### config.mk
export PLATFORM = sky130hd
export DESIGN_NAME = multicycle_controller
export DESIGN_NICKNAME = d
export VERILOG_FILES = /design/src/rtl/mc_pkg.sv /design/src/rtl/mc_alu_decode.sv /design/src/rtl/multicycle_controller.sv
export SDC_FILE = /design/constraint.sdc
export NUM_CORES = 1
export LEC_CHECK = 0
export ABC_AREA = 1
export ABC_CLOCK_PERIOD_IN_PS = 2200
export BUFFER_PORTS_ARGS = -buffer_cell sky130_fd_sc_hd__buf_2
export CAP_MARGIN = 20
export CORE_UTILIZATION = 50
export DETAILED_ROUTE_END_ITERATION = 12
export GPL_TIMING_DRIVEN = 1
export PLACE_DENSITY = 0.84
export SYNTH_ARGS = -nofsm -noshare
export SYNTH_HDL_FRONTEND = slang
export SYNTH_SLANG_ARGS = --single-unit
### constraint.sdc
create_clock -name clock -period 2.2 [get_ports clock]
set_clock_uncertainty 0.2 [all_clocks]
set_input_delay 0.33 -clock clock [delete_from_list [all_inputs] [get_ports clock]]
set_output_delay 0.33 -clock clock [all_outputs]
set_load 0.005 [all_outputs]
### src/rtl/mc_pkg.sv
// Shared constants for the multicycle controller: widths, state codes, opcodes,
// ALU control codes and ALU B-source encodings.
package mc_pkg;

  localparam int unsigned DATA_W  = 16;
  localparam int unsigned OP_W    = 4;
  localparam int unsigned STATE_W = 3;
  localparam int unsigned ALUC_W  = 4;
  localparam int unsigned SRCB_W  = 2;

  localparam logic [STATE_W-1:0] S_FETCH  = 3'd0;
  localparam logic [STATE_W-1:0] S_DECODE = 3'd1;
  localparam logic [STATE_W-1:0] S_EXEC   = 3'd2;
  localparam logic [STATE_W-1:0] S_WB     = 3'd3;
  localparam logic [STATE_W-1:0] S_BRANCH = 3'd4;
  localparam logic [STATE_W-1:0] S_HALT   = 3'd5;

  localparam logic [OP_W-1:0] OP_ADD  = 4'b0000;
  localparam logic [OP_W-1:0] OP_SUB  = 4'b0001;
  localparam logic [OP_W-1:0] OP_AND  = 4'b0010;
  localparam logic [OP_W-1:0] OP_OR   = 4'b0011;
  localparam logic [OP_W-1:0] OP_NOR  = 4'b0100;
  localparam logic [OP_W-1:0] OP_NAND = 4'b0101;
  localparam logic [OP_W-1:0] OP_SLT  = 4'b0110;
  localparam logic [OP_W-1:0] OP_ADDI = 4'b0111;
  localparam logic [OP_W-1:0] OP_BEQ  = 4'b1000;
  localparam logic [OP_W-1:0] OP_BNE  = 4'b1001;
  localparam logic [OP_W-1:0] OP_HALT = 4'b1111;

  localparam logic [ALUC_W-1:0] ALU_AND  = 4'b0000;
  localparam logic [ALUC_W-1:0] ALU_OR   = 4'b0001;
  localparam logic [ALUC_W-1:0] ALU_ADD  = 4'b0010;
  localparam logic [ALUC_W-1:0] ALU_SUB  = 4'b0110;
  localparam logic [ALUC_W-1:0] ALU_SLT  = 4'b0111;
  localparam logic [ALUC_W-1:0] ALU_NOR  = 4'b1100;
  localparam logic [ALUC_W-1:0] ALU_NAND = 4'b1101;

  localparam logic [SRCB_W-1:0] SRCB_RD2     = 2'b00;
  localparam logic [SRCB_W-1:0] SRCB_TWO     = 2'b01;
  localparam logic [SRCB_W-1:0] SRCB_SEXT    = 2'b10;
  localparam logic [SRCB_W-1:0] SRCB_SEXT_SH = 2'b11;

  // Opcodes 0000-0111 are the register/immediate ALU group that runs EXEC+WB.
  function automatic logic is_alu_op(input logic [OP_W-1:0] op);
    return ~op[OP_W-1];
  endfunction

endpackage

### src/rtl/mc_alu_decode.sv
// Combinational opcode map to ALU control, ALU B-source and destination select
// for the EXEC and WB states.
module mc_alu_decode
  import mc_pkg::*;
(
  input  logic [OP_W-1:0]   op,
  output logic [ALUC_W-1:0] alu_control_c,
  output logic [SRCB_W-1:0] alu_src_b_c,
  output logic              reg_dst_c
);

  always_comb begin
    alu_control_c = ALU_ADD;
    alu_src_b_c   = SRCB_RD2;
    reg_dst_c     = 1'b1;
    case (op)
      OP_ADD:  alu_control_c = ALU_ADD;
      OP_SUB:  alu_control_c = ALU_SUB;
      OP_AND:  alu_control_c = ALU_AND;
      OP_OR:   alu_control_c = ALU_OR;
      OP_NOR:  alu_control_c = ALU_NOR;
      OP_NAND: alu_control_c = ALU_NAND;
      OP_SLT:  alu_control_c = ALU_SLT;
      OP_ADDI: begin
        alu_control_c = ALU_ADD;
        alu_src_b_c   = SRCB_SEXT;
        reg_dst_c     = 1'b0;
      end
      default: ;
    endcase
  end

endmodule

### src/rtl/multicycle_controller.sv
// Multicycle FETCH/DECODE/EXEC/WB sequencer with imem handshake, halt and
// retired-instruction counter. Define MULTICYCLE_CONTROLLER_BRANCH_EN to build in BEQ/BNE.
module multicycle_controller
  import mc_pkg::*;
(
  input  logic               clock,
  input  logic               resetn,
  input  logic               imem_ack,
  input  logic [OP_W-1:0]    op,
  input  logic               zero,
  output logic               imem_req,
  output logic               ir_write,
  output logic               pc_write,
  output logic               pc_src,
  output logic               target_write,
  output logic               alu_src_a,
  output logic [SRCB_W-1:0]  alu_src_b,
  output logic [ALUC_W-1:0]  alu_control,
  output logic               reg_dst,
  output logic               reg_write,
  output logic               halted,
  output logic [STATE_W-1:0] state,
  output logic [DATA_W-1:0]  instr_count
);

  logic [STATE_W-1:0] state_q, state_d;
  logic [DATA_W-1:0]  count_q;
  logic               count_inc_c;

  logic               imem_req_c, ir_write_c, pc_write_c, pc_src_c, target_write_c;
  logic               alu_src_a_c, reg_dst_c, reg_write_c, halted_c;
  logic [SRCB_W-1:0]  alu_src_b_c;
  logic [ALUC_W-1:0]  alu_control_c;

  logic [ALUC_W-1:0]  dec_alu_control_c;
  logic [SRCB_W-1:0]  dec_alu_src_b_c;
  logic               dec_reg_dst_c;

  mc_alu_decode u_alu_decode (
    .op            (op),
    .alu_control_c (dec_alu_control_c),
    .alu_src_b_c   (dec_alu_src_b_c),
    .reg_dst_c     (dec_reg_dst_c)
  );

`ifdef MULTICYCLE_CONTROLLER_BRANCH_EN
  logic branch_taken_c;
  assign branch_taken_c = ((op == OP_BEQ) && zero) || ((op == OP_BNE) && !zero);
`else
  logic unused_zero;
  assign unused_zero = zero;
`endif

  // Next state and per-state control.
  always_comb begin
    state_d        = state_q;
    count_inc_c    = 1'b0;
    imem_req_c     = 1'b0;
    ir_write_c     = 1'b0;
    pc_write_c     = 1'b0;
    pc_src_c       = 1'b0;
    target_write_c = 1'b0;
    alu_src_a_c    = 1'b0;
    alu_src_b_c    = SRCB_RD2;
    alu_control_c  = ALU_AND;
    reg_dst_c      = 1'b0;
    reg_write_c    = 1'b0;
    halted_c       = 1'b0;
    case (state_q)
      S_FETCH: begin
        imem_req_c    = 1'b1;
        alu_src_b_c   = SRCB_TWO;
        alu_control_c = ALU_ADD;
        if (imem_ack) begin
          ir_write_c = 1'b1;
          pc_write_c = 1'b1;
          state_d    = S_DECODE;
        end
      end
      S_DECODE: begin
        // Branch target = incremented PC + (sext << 1), captured speculatively.
        alu_src_b_c   = SRCB_SEXT_SH;
        alu_control_c = ALU_ADD;
`ifdef MULTICYCLE_CONTROLLER_BRANCH_EN
        target_write_c = 1'b1;
`endif
        if (op == OP_HALT) begin
          state_d = S_HALT;
        end
`ifdef MULTICYCLE_CONTROLLER_BRANCH_EN
        else if ((op == OP_BEQ) || (op == OP_BNE)) begin
          state_d = S_BRANCH;
        end
`endif
        else if (is_alu_op(op)) begin
          state_d = S_EXEC;
        end else begin
          state_d     = S_FETCH;
          count_inc_c = 1'b1;
        end
      end
      S_EXEC: begin
        alu_src_a_c   = 1'b1;
        alu_src_b_c   = dec_alu_src_b_c;
        alu_control_c = dec_alu_control_c;
        reg_dst_c     = dec_reg_dst_c;
        state_d       = S_WB;
      end
      S_WB: begin
        alu_src_a_c   = 1'b1;
        alu_src_b_c   = dec_alu_src_b_c;
        alu_control_c = dec_alu_control_c;
        reg_dst_c     = dec_reg_dst_c;
        reg_write_c   = 1'b1;
        count_inc_c   = 1'b1;
        state_d       = S_FETCH;
      end
`ifdef MULTICYCLE_CONTROLLER_BRANCH_EN
      S_BRANCH: begin
        alu_src_a_c   = 1'b1;
        alu_src_b_c   = SRCB_RD2;
        alu_control_c = ALU_SUB;
        pc_write_c    = branch_taken_c;
        pc_src_c      = branch_taken_c;
        count_inc_c   = 1'b1;
        state_d       = S_FETCH;
      end
`endif
      S_HALT: begin
        halted_c = 1'b1;
      end
      default: state_d = S_FETCH;
    endcase
  end

  always_ff @(posedge clock or negedge resetn) begin
    if (!resetn) begin
      state_q <= S_FETCH;
      count_q <= '0;
    end else begin
      state_q <= state_d;
      if (count_inc_c) count_q <= count_q + DATA_W'(1);
    end
  end

  // Controls are forced low while reset is held so a pending write is dropped at once.
  assign imem_req     = resetn & imem_req_c;
  assign ir_write     = resetn & ir_write_c;
  assign pc_write     = resetn & pc_write_c;
  assign pc_src       = resetn & pc_src_c;
  assign target_write = resetn & target_write_c;
  assign alu_src_a    = resetn & alu_src_a_c;
  assign alu_src_b    = resetn ? alu_src_b_c : '0;
  assign alu_control  = resetn ? alu_control_c : '0;
  assign reg_dst      = resetn & reg_dst_c;
  assign reg_write    = resetn & reg_write_c;
  assign halted       = resetn & halted_c;
  assign state        = state_q;
  assign instr_count  = count_q;

endmodule

==> results of run 1 <==
==> area by class of cell <==
| cell class | instances | share of cell area |
|---|---|---|
| inverter | 21 | 0.0553 |
| timing repair buffer | 40 | 0.137 |
| tap | 30 | 0.0248 |
| sequential | 19 | 0.314 |
| clock buffer | 4 | 0.0173 |
| multi-input combinational | 144 | 0.451 |
==> critical path, cell delays in order (launching register included) <==
cell	delay (ns)
sky130_fd_sc_hd__dfrtp_2	0.46
sky130_fd_sc_hd__inv_1	0.12
sky130_fd_sc_hd__nand2_1	0.10
sky130_fd_sc_hd__nor2_1	0.17
sky130_fd_sc_hd__nand2_1	0.10
sky130_fd_sc_hd__a211oi_1	0.17
sky130_fd_sc_hd__buf_2	0.14
==> cell families (layout without fill, tap and decap cells) <==
group / after synthesis / after routing / share of synthesized area
flip-flops: 19 / 19 / 0.368
buffers and inverters: 26 / 65 / 0.106
other: 1 / 2 / 0.00290
XOR/XNOR: 4 / 4 / 0.0271
adder cells (fa/ha/maj): 1 / 1 / 0.00967
AND/OR/NAND/NOR: 117 / 117 / 0.396
AO/OA/AOI/OAI: 20 / 20 / 0.0909
==> worst max-delay path by stage <==
stage / end / depth (start not counted) / from / slack, ns
floorplan: alu_control[0] / 5 / state[2]$_DFFE_PN0P_ / 0.56
global route: alu_control[0] / 6 / state[2]$_DFFE_PN0P_ / 0.02
detailed placement: alu_control[0] / 8 / op[2] / 0.40
global placement: alu_control[0] / 8 / op[2] / 0.41
finish: alu_control[0] / 6 / state[2]$_DFFE_PN0P_ / 0.11
CTS: alu_control[0] / 6 / state[2]$_DFFE_PN0P_ / 0.1
==> where the power goes <==
part           internal (W)  switching, W  total (W)
Sequential         0.000426      0.000105   0.000531
Combinational      0.000222      0.000352   0.000574
Clock             0.0000706      0.000107   0.000178
==> routing by layer <==
| layer | GRT usage | part of all wire | vias to the layer above |
|---|---|---|---|
| li1 | - | - | 669 |
| met1 | 0.279 | 0.48 | 595 |
| met2 | 0.365 | 0.47 | 33 |
| met3 | 0.0259 | 0.037 | 5 |
| met4 | 0.0789 | 0.015 | 0 |
| met5 | 0 | 0 | - |
==> cells in the final DEF, fill, tap and decap left out, types with 2 or more instances in the layout <==
cell                        n
sky130_fd_sc_hd__a21oi_1    3
sky130_fd_sc_hd__buf_2     38
sky130_fd_sc_hd__clkbuf_4   3
sky130_fd_sc_hd__conb_1     2
sky130_fd_sc_hd__dfrtp_1   18
sky130_fd_sc_hd__inv_1     19
sky130_fd_sc_hd__nand2_1   66
sky130_fd_sc_hd__nand2_2    2
sky130_fd_sc_hd__nand3_1   11
sky130_fd_sc_hd__nand3b_1   2
sky130_fd_sc_hd__nand4_1    4
sky130_fd_sc_hd__nor2_1    26
sky130_fd_sc_hd__o21ai_0    7
sky130_fd_sc_hd__o21ai_1    4
sky130_fd_sc_hd__o21ai_2    3
sky130_fd_sc_hd__xnor2_1    3
==> what timing repair did <==
| item | CTS | global route |
|---|---|---|
| endpoints found under the setup margin | 0 | 1 |
| resized for setup | 0 | 1 |
| endpoints found under the hold margin | 19 | 0 |
| hold buffers | 1 | 0 |
==> flip-flops by register name, indices dropped and copies added (netlist names) <==
name and count:
instr_count 16, state 3
==> stage by stage <==
stage / hold slack, ns / std cells
finish: 0.0675 / 258
global route: 0.0838 / 258
CTS: 0.0704 / 258
detailed placement: -0.0286 / 253
global placement: -0.0302 / 253
floorplan: -0.166 / 189
==> impl_metrics.toml, run 1 <==
[run_status]
result_of_the_run = "finished with violations"
failed_checks = "design-rule violations"

[layout]
final_area_um2 = 1520
layout.nets = 238
seq_area_um2 = 477
multi_input_comb_area_um2 = 684
p_r_area_growth_vs_syn_pct = 17.2
final_util = 0.618
num_antenna_cells = 0
n_fill_cell = 236
drive_above_1_share = 0.237

[yosys]
synth_top_area_share = 0.368
synth.area.top_cells = "sky130_fd_sc_hd__dfrtp_1 (37%), sky130_fd_sc_hd__nand2_1 (19%), sky130_fd_sc_hd__nor2_1 (7.5%)"
yosysWarningCount = 0
most_common_cell_in_the_synthesized_netlist = "sky130_fd_sc_hd__nand2_1"
synth-main-ff-cell = "sky130_fd_sc_hd__dfrtp_1"
synthesis.instances = 188
netlist_top_cells_count = "sky130_fd_sc_hd__nand2_1 (66), sky130_fd_sc_hd__nor2_1 (26), sky130_fd_sc_hd__dfrtp_1 (19), sky130_fd_sc_hd__inv_1 (19), sky130_fd_sc_hd__nand3_1 (11)"
count_of_flip_flops_with_a_built_in_enable_after_synthesis = 0
synth.distinct_cells = 30
synth_area_per_cell_um2 = 6.88
synthDominantAreaCellType = "sky130_fd_sc_hd__dfrtp_1"
synth-seq-cells = 19
synth.yosys.seq_area_share = 0.368
cell_area_after_synthesis_um2 = 1290
async_flop_share = 1.00

[timing]
final_min_period_over_clock_period = 0.952
max_clock_freq_mhz = 478
pins_over_their_slew_limit = 0
clock_period_minus_worst_slack_ns = 2.09
grt_setup_unrepaired = "false"
final_critical_path_setup_slack_ns = 0.106
hold_viol = 0
tns_ns = 0
setup_violations = 0

[critical_path]
critPathCaptureType = "output port"
crit_required_ns = 1.67
arrival_ns = 1.56
timing.reg2reg.worst_path_depth = 8
timing.rr.start = "instr_count[0]$_DFFE_PN0P_"
worst-r2r-setup-slack_ns = 0.42
timing.rr.end = "instr_count[12]$_DFFE_PN0P_"
critical_path.max_fanout = 5
critPathKind = "reg2out"
critPathLaunchType = "flip-flop"

[routing]
route.final.wire_length_um = 2710
viasPerCell = 5.05
avgRoutedWirePerCell_um = 10.5
initialDrtViolationCount = 22
route.antenna.remaining_nets = 0
route.detailed.drc = 2
dr.pass1.iters = 8
routed-via-count = 1302

[grt]
grt_util_all_layers = 0.215
grt_pass1_wl_um = 4340
grt_overflow_total = 0
antenna_violations_before_repair = 0
first_global_vias = 1045
pin_count_of_the_biggest_net_entering_global_routing = 17

[die]
floorplan.initialDensity = 0.527
die_h_um = 52.9
top_level_ports = 42
placeableCoreArea_um2 = 2450
placement_rows = 18
horizontal_die_dimension_um = 52.9
floorplan.die_area_um2 = 2790

[clock_tree]
worstSkewPairLatency_ns = 0.30
clkSlewWorstSetupHoldPaths_ns = 0.11
numClockSinks = 19
cts-htree-levels = 1
clock_tree_from_tritoncts = "built"
tritoncts.num_buffers = 3
postCtsSetupBuffers = 0
cts.root.buffer_cell = "sky130_fd_sc_hd__clkbuf_4"
max_root_sink_buffers = 2

[place]
postPlaceCellArea_um2 = 1480
detailedPlacementHpwl_um = 2000
finalWeightedCongestion = 0.880
worst_slack_at_placement_ns = 0.395
count_of_buffers_inserted_at_the_top_level_ports = 38

[worst_hold_path]
worst_hold_path.endpoint = "state[1]$_DFFE_PN0P_"
holdPathStages = 2
timing.hold.worst.start = "op[3]"
worstHoldPathType = "in2reg"

[job]
drv_cap = 0

[power_and_ir_drop]
leakage_power_nw = 0.787
worst_ir_drop_vdd_mv = 0.672
report.power.total_w = 0.00128
p_per_area_nw_per_um2 = 846
Power figures use the tool's default switching activity.
==> run 2, diff against run 1 <==
- CORE_MARGIN: default -> 5
- REMOVE_ABC_BUFFERS: default -> 1
==> run 2 against run 1 <==
Effect of this change: the flow now finishes without violations; routed wire length grew 8.4%; critical path type unchanged; clock power is essentially flat; global-route usage shrank 4.0 points.
==> impl_metrics.toml, run 2 (same netlist as run 1, synthesis figures left out) <==
[run_status]
result_of_the_run = "finished clean"

[routing]
met3WireLength_um = 155
dr.pass1.iters = 5
avgRoutedWirePerCell_um = 11.3
route.final.wire_length_um = 2930
wl_met1_um = 1350
routed-via-count = 1300
initialDrtViolationCount = 46
route.antenna.remaining_nets = 0
route.detailed.drc = 0
top_layer_used = "met4"
viasPerCell = 5.00
detailroute.wirelength.met2_um = 1380

[layout]
non_filler_instance_count_after_layout = 260
n_fill_cell = 260
layout.nets = 240
num_antenna_cells = 0
most-common-layout-cells = "sky130_fd_sc_hd__nand2_1 (65), sky130_fd_sc_hd__buf_2 (38), sky130_fd_sc_hd__nor2_1 (25)"
largest_register_ffs = 16
multi_input_comb_area_um2 = 689
p_r_area_growth_vs_syn_pct = 18.8
layout.cells.most_common = "sky130_fd_sc_hd__nand2_1"
seq_area_um2 = 477
drive_above_1_share = 0.252

[place]
numPlacedInstances = 253
worst_slack_at_placement_ns = 0.384
detailedPlacementHpwl_um = 2260
count_of_buffers_inserted_at_the_top_level_ports = 38
finalWeightedCongestion = 0.871

[timing]
clock_period_minus_worst_slack_ns = 2.05
max_clock_freq_mhz = 488
tns_ns = 0
final_min_period_over_clock_period = 0.931
hold_viol = 0
pins_over_their_slew_limit = 0
setup_violations = 0
final.hold.worst_slack_ns = 0.0783
final_critical_path_setup_slack_ns = 0.151
grt_setup_unrepaired = "false"

[die]
floorplan.die_area_um2 = 3700
placement_rows = 18
die_h_um = 60.9
placeableCoreArea_um2 = 2480
top_level_ports = 42
horizontal_die_dimension_um = 60.9
floorplan.initialDensity = 0.522

[critical_path]
critical_path.max_fanout = 3
critPathLaunchType = "flip-flop"
critPathCaptureType = "output port"
crit_required_ns = 1.67
worst-r2r-setup-slack_ns = 0.43
arrival_ns = 1.52
critPathKind = "reg2out"

[worst_hold_path]
worstHoldPathType = "in2reg"

[grt]
antenna_violations_before_repair = 0
grt_pass1_wl_um = 4890
grt_overflow_total = 0
first_global_vias = 1134
grt_util_all_layers = 0.176
pin_count_of_the_biggest_net_entering_global_routing = 19

[clock_tree]
tritoncts.num_buffers = 3
worstSkewPairLatency_ns = 0.30
clkSlewWorstSetupHoldPaths_ns = 0.10
clock_tree_from_tritoncts = "built"
max_root_sink_buffers = 2
cts.root.buffer_cell = "sky130_fd_sc_hd__clkbuf_4"
numClockSinks = 19
cts-htree-levels = 1

[power_and_ir_drop]
p_per_area_nw_per_um2 = 845
worst_ir_drop_vdd_mv = 0.676
leakage_power_nw = 0.798
report.power.total_w = 0.00130

[job]
drv_cap = 0
==> run 2: cell types whose count changed in the layout (fill, tap and decap cells not counted), sizes merged <==
cell,before,now
buf,39,41
==> run 2: layout make-up <==
| class | count | share of cell area |
|---|---|---|
| Multi-Input combinational cell | 144 | 0.449 |
| Sequential cell | 19 | 0.310 |
| Clock buffer | 4 | 0.0171 |
| Tap cell | 30 | 0.0244 |
| Inverter | 21 | 0.0546 |
| Timing Repair Buffer | 42 | 0.145 |
==> run 2: final timing paths <==
path / depth (start not counted) / start / end
setup / recovery: 5 / state[2]$_DFFE_PN0P_ / ir_write
hold reg to reg: 2 / instr_count[15]$_DFFE_PN0P_ / instr_count[15]$_DFFE_PN0P_
max in group asynchronous: 3 / resetn / state[2]$_DFFE_PN0P_
min in group asynchronous: 2 / resetn / state[1]$_DFFE_PN0P_
hold / removal: 2 / op[3] / state[1]$_DFFE_PN0P_
setup reg to reg: 8 / instr_count[0]$_DFFE_PN0P_ / instr_count[12]$_DFFE_PN0P_
==> run 2: per-layer routing <==
| metal | up-vias | global-route usage |
|---|---|---|
| li1 | 681 | - |
| met4 | 0 | 0.0650 |
| met5 | - | 0 |
| met3 | 5 | 0.0255 |
| met1 | 583 | 0.229 |
| met2 | 31 | 0.296 |
==> run 2: power breakdown <==
part	internal, W	total (W)	switching, W
combinational	0.000227	0.000588	0.000362
sequential	0.000426	0.000531	0.000105
clock	0.0000707	0.000179	0.000108
total	0.000724	0.00130	0.000575
==> run 2: what timing repair did <==
item / in CTS / in global routing
setup endpoints to repair: 0 / 3
hold buffers: 1 / 0
setup buffers: 0 / 2
gates resized for setup: 0 / 3
endpoints found under the hold margin: 19 / 0
==> run 2: worst max-delay path, cell delays in order (launching register included) <==
cell and delay (ns):
sky130_fd_sc_hd__dfrtp_2 0.43, sky130_fd_sc_hd__buf_4 0.15, sky130_fd_sc_hd__nor2_1 0.15, sky130_fd_sc_hd__nand2_1 0.09
sky130_fd_sc_hd__nor3b_1 0.24, sky130_fd_sc_hd__buf_2 0.16
==> run 2: stage by stage <==
stage	utilization	area (µm²)
after detailed placement	0.597	1480
after floorplan	-	1240
final	0.620	1540
after global placement	0.597	1480
after CTS	0.612	1520
after global routing	0.620	1540
==> run 3, diff against run 2 <==
- CELL_PAD_IN_SITES_DETAIL_PLACEMENT: default -> 0
- CELL_PAD_IN_SITES_GLOBAL_PLACEMENT: default -> 1
- CORE_UTILIZATION: 50 -> 34
- PLACE_DENSITY: 0.84 -> 0.83
==> run 3 against run 2 <==
Effect of this change: register-to-register slack worse by 0.07 ns; final area increased by 1.5%; highest routed layer unchanged; maximum frequency is 1.3% higher; clock-buffer cell count is the same; die area is 39% higher; sequential share of layout area fell by 0.53 points; largest cell class unchanged; cell count is 6.2% higher; sequential power rose by 2%; first-iteration DRC count grew 37%; critical path depth rose by 1; non-clock buffer count decreased by 2.
==> impl_metrics.toml, run 3 (same netlist as run 1, synthesis figures left out) <==
[die]
placeableCoreArea_um2 = 3660
horizontal_die_dimension_um = 71.7
placement_rows = 22
top_level_ports = 42
floorplan.die_area_um2 = 5140
floorplan.initialDensity = 0.353
die_h_um = 71.7

[critical_path]
cp_slowest_cell = "sky130_fd_sc_hd__dfrtp_1"
arrival_ns = 1.49
cpPeakStageDelay_ns = 0.46
cp_cell_sequence = "inv_1 -> nand2_1 -> nor2_2 -> nand2_1 -> a211oi_1 -> buf_2"
critPathLaunchType = "flip-flop"
worst-r2r-setup-slack_ns = 0.36
critPathKind = "reg2out"
critical_path.max_fanout = 5
timing.rr.end = "instr_count[12]$_DFFE_PN0P_"
crit_required_ns = 1.67
path_common_cell = "sky130_fd_sc_hd__nand2_1"
timing.rr.start = "instr_count[0]$_DFFE_PN0P_"
timing.critical_path.buf_inv = 2
critPathCaptureType = "output port"
critPathTopFamily = "flip-flops"
timing.reg2reg.worst_path_depth = 8

[clock_tree]
max_root_sink_buffers = 2
clkSlewWorstSetupHoldPaths_ns = 0.07
worstSkewPairLatency_ns = 0.25
postCtsSetupBuffers = 0
cts.root.buffer_cell = "sky130_fd_sc_hd__clkbuf_8"
clock_tree_from_tritoncts = "built"
tritoncts.num_buffers = 3
cts-htree-levels = 1
numClockSinks = 19

[layout]
layout.nets = 238
layout.cells.most_common = "sky130_fd_sc_hd__nand2_1"
num_antenna_cells = 0
n_fill_cell = 409
largest_register_ffs = 16
most-common-layout-cells = "sky130_fd_sc_hd__nand2_1 (66), sky130_fd_sc_hd__buf_2 (38), sky130_fd_sc_hd__nor2_1 (25)"
final_area_um2 = 1560
p_r_area_growth_vs_syn_pct = 20.5
drive_above_1_share = 0.237

[routing]
avgRoutedWirePerCell_um = 11.0
viasPerCell = 4.57
route.antenna.remaining_nets = 0
top_layer_used = "met4"
dr.pass1.iters = 4
route.detailed.drc = 0
route.final.wire_length_um = 3040
initialDrtViolationCount = 63
detailroute.wirelength.met2_um = 1410
wl_met1_um = 1450
routed-via-count = 1261
met3WireLength_um = 144

[grt]
grt_overflow_total = 0
first_global_vias = 1214
grt_util_all_layers = 0.127
grt_pass1_wl_um = 5350
pin_count_of_the_biggest_net_entering_global_routing = 20
antenna_violations_before_repair = 0

[worst_hold_path]
timing.hold.worst.start = "op[3]"
worstHoldPathType = "in2reg"
holdPathStages = 2
worst_hold_path.endpoint = "state[1]$_DFFE_PN0P_"

[timing]
final_min_period_over_clock_period = 0.920
tns_ns = 0
timing.max_slew.rel_slack = 0.410
clock_period_minus_worst_slack_ns = 2.02
tightestPinTransition_ns = 0.883
pins_over_their_slew_limit = 0
grt_setup_unrepaired = "false"
max_clock_freq_mhz = 494
setup_violations = 0
hold_viol = 0

[place]
postPlaceCellArea_um2 = 1500
count_of_buffers_inserted_at_the_top_level_ports = 38
detailedPlacementHpwl_um = 2300
finalWeightedCongestion = 0.779

[power_and_ir_drop]
power.net_switching_w = 0.000582
clock_power_share = 0.179
leakage_power_nw = 0.796
p_per_area_nw_per_um2 = 873
worst_ir_drop_vdd_mv = 0.471
power.switching_fraction = 0.428
comb_power_share = 0.424
internal_power_w = 0.000778
power_frac_seq = 0.398

[job]
drv_cap = 0

[run_status]
result_of_the_run = "finished clean"
[run 3: cell type report]
type                            count  area [µm²]  share of cell area
Inverter                           21        83.8              0.0538
Clock buffer                        4        45.0              0.0289
Multi-Input combinational cell    144         687               0.441
Timing Repair Buffer               40         208               0.133
Sequential cell                    19         475               0.305
Tap cell                           48        60.1              0.0385
[run 3: power groups by stage]
stage / combinational (W) / sequential [W] / clock (W)
floorplan: 0.000377 / 0.000530 / 0
global placement: 0.000582 / 0.000548 / 0
detailed placement: 0.000585 / 0.000551 / 0
CTS: 0.000588 / 0.000544 / 0.000254
global route: 0.000657 / 0.000560 / 0.000267
finish: 0.000576 / 0.000541 / 0.000243
[run 3: routing by layer]
| metal | GRT usage | vias to the layer above |
|---|---|---|
| met5 | 0 | - |
| met4 | 0.0313 | 0 |
| met3 | 0.0281 | 2 |
| met2 | 0.208 | 26 |
| met1 | 0.168 | 565 |
| li1 | - | 668 |
[run 3: worst max path at each step]
| stage | startpoint | endpoint | slack (ns) | cells past startpoint |
|---|---|---|---|---|
| floorplan | state[2]$_DFFE_PN0P_ | alu_control[0] | 0.56 | 5 |
| global placement | op[2] | alu_control[0] | 0.36 | 8 |
| detailed placement | op[2] | alu_control[0] | 0.35 | 8 |
| CTS | state[2]$_DFFE_PN0P_ | alu_control[0] | 0.11 | 6 |
| global route | state[2]$_DFFE_PN0P_ | alu_control[0] | 0.03 | 6 |
| finish | state[2]$_DFFE_PN0P_ | alu_control[0] | 0.18 | 6 |
[run 3: repair_timing]
item / CTS / global route
resized for setup: 0 / 1
setup endpoints to repair: 0 / 1
endpoints found under the hold margin: 19 / 0
hold buffers: 1 / 0
[run 3: stage by stage]
stage               worst slack (ns)  std cells   util  hold slack [ns]  power, W
floorplan                      0.559        184      -           -0.166  0.000907
global placement               0.362        271  0.410            0.128   0.00113
detailed placement             0.346        271  0.410            0.133   0.00114
CTS                            0.107        276  0.425            0.119   0.00139
global route                  0.0309        276  0.426            0.129   0.00148
finish                         0.177        276  0.426            0.125   0.00136
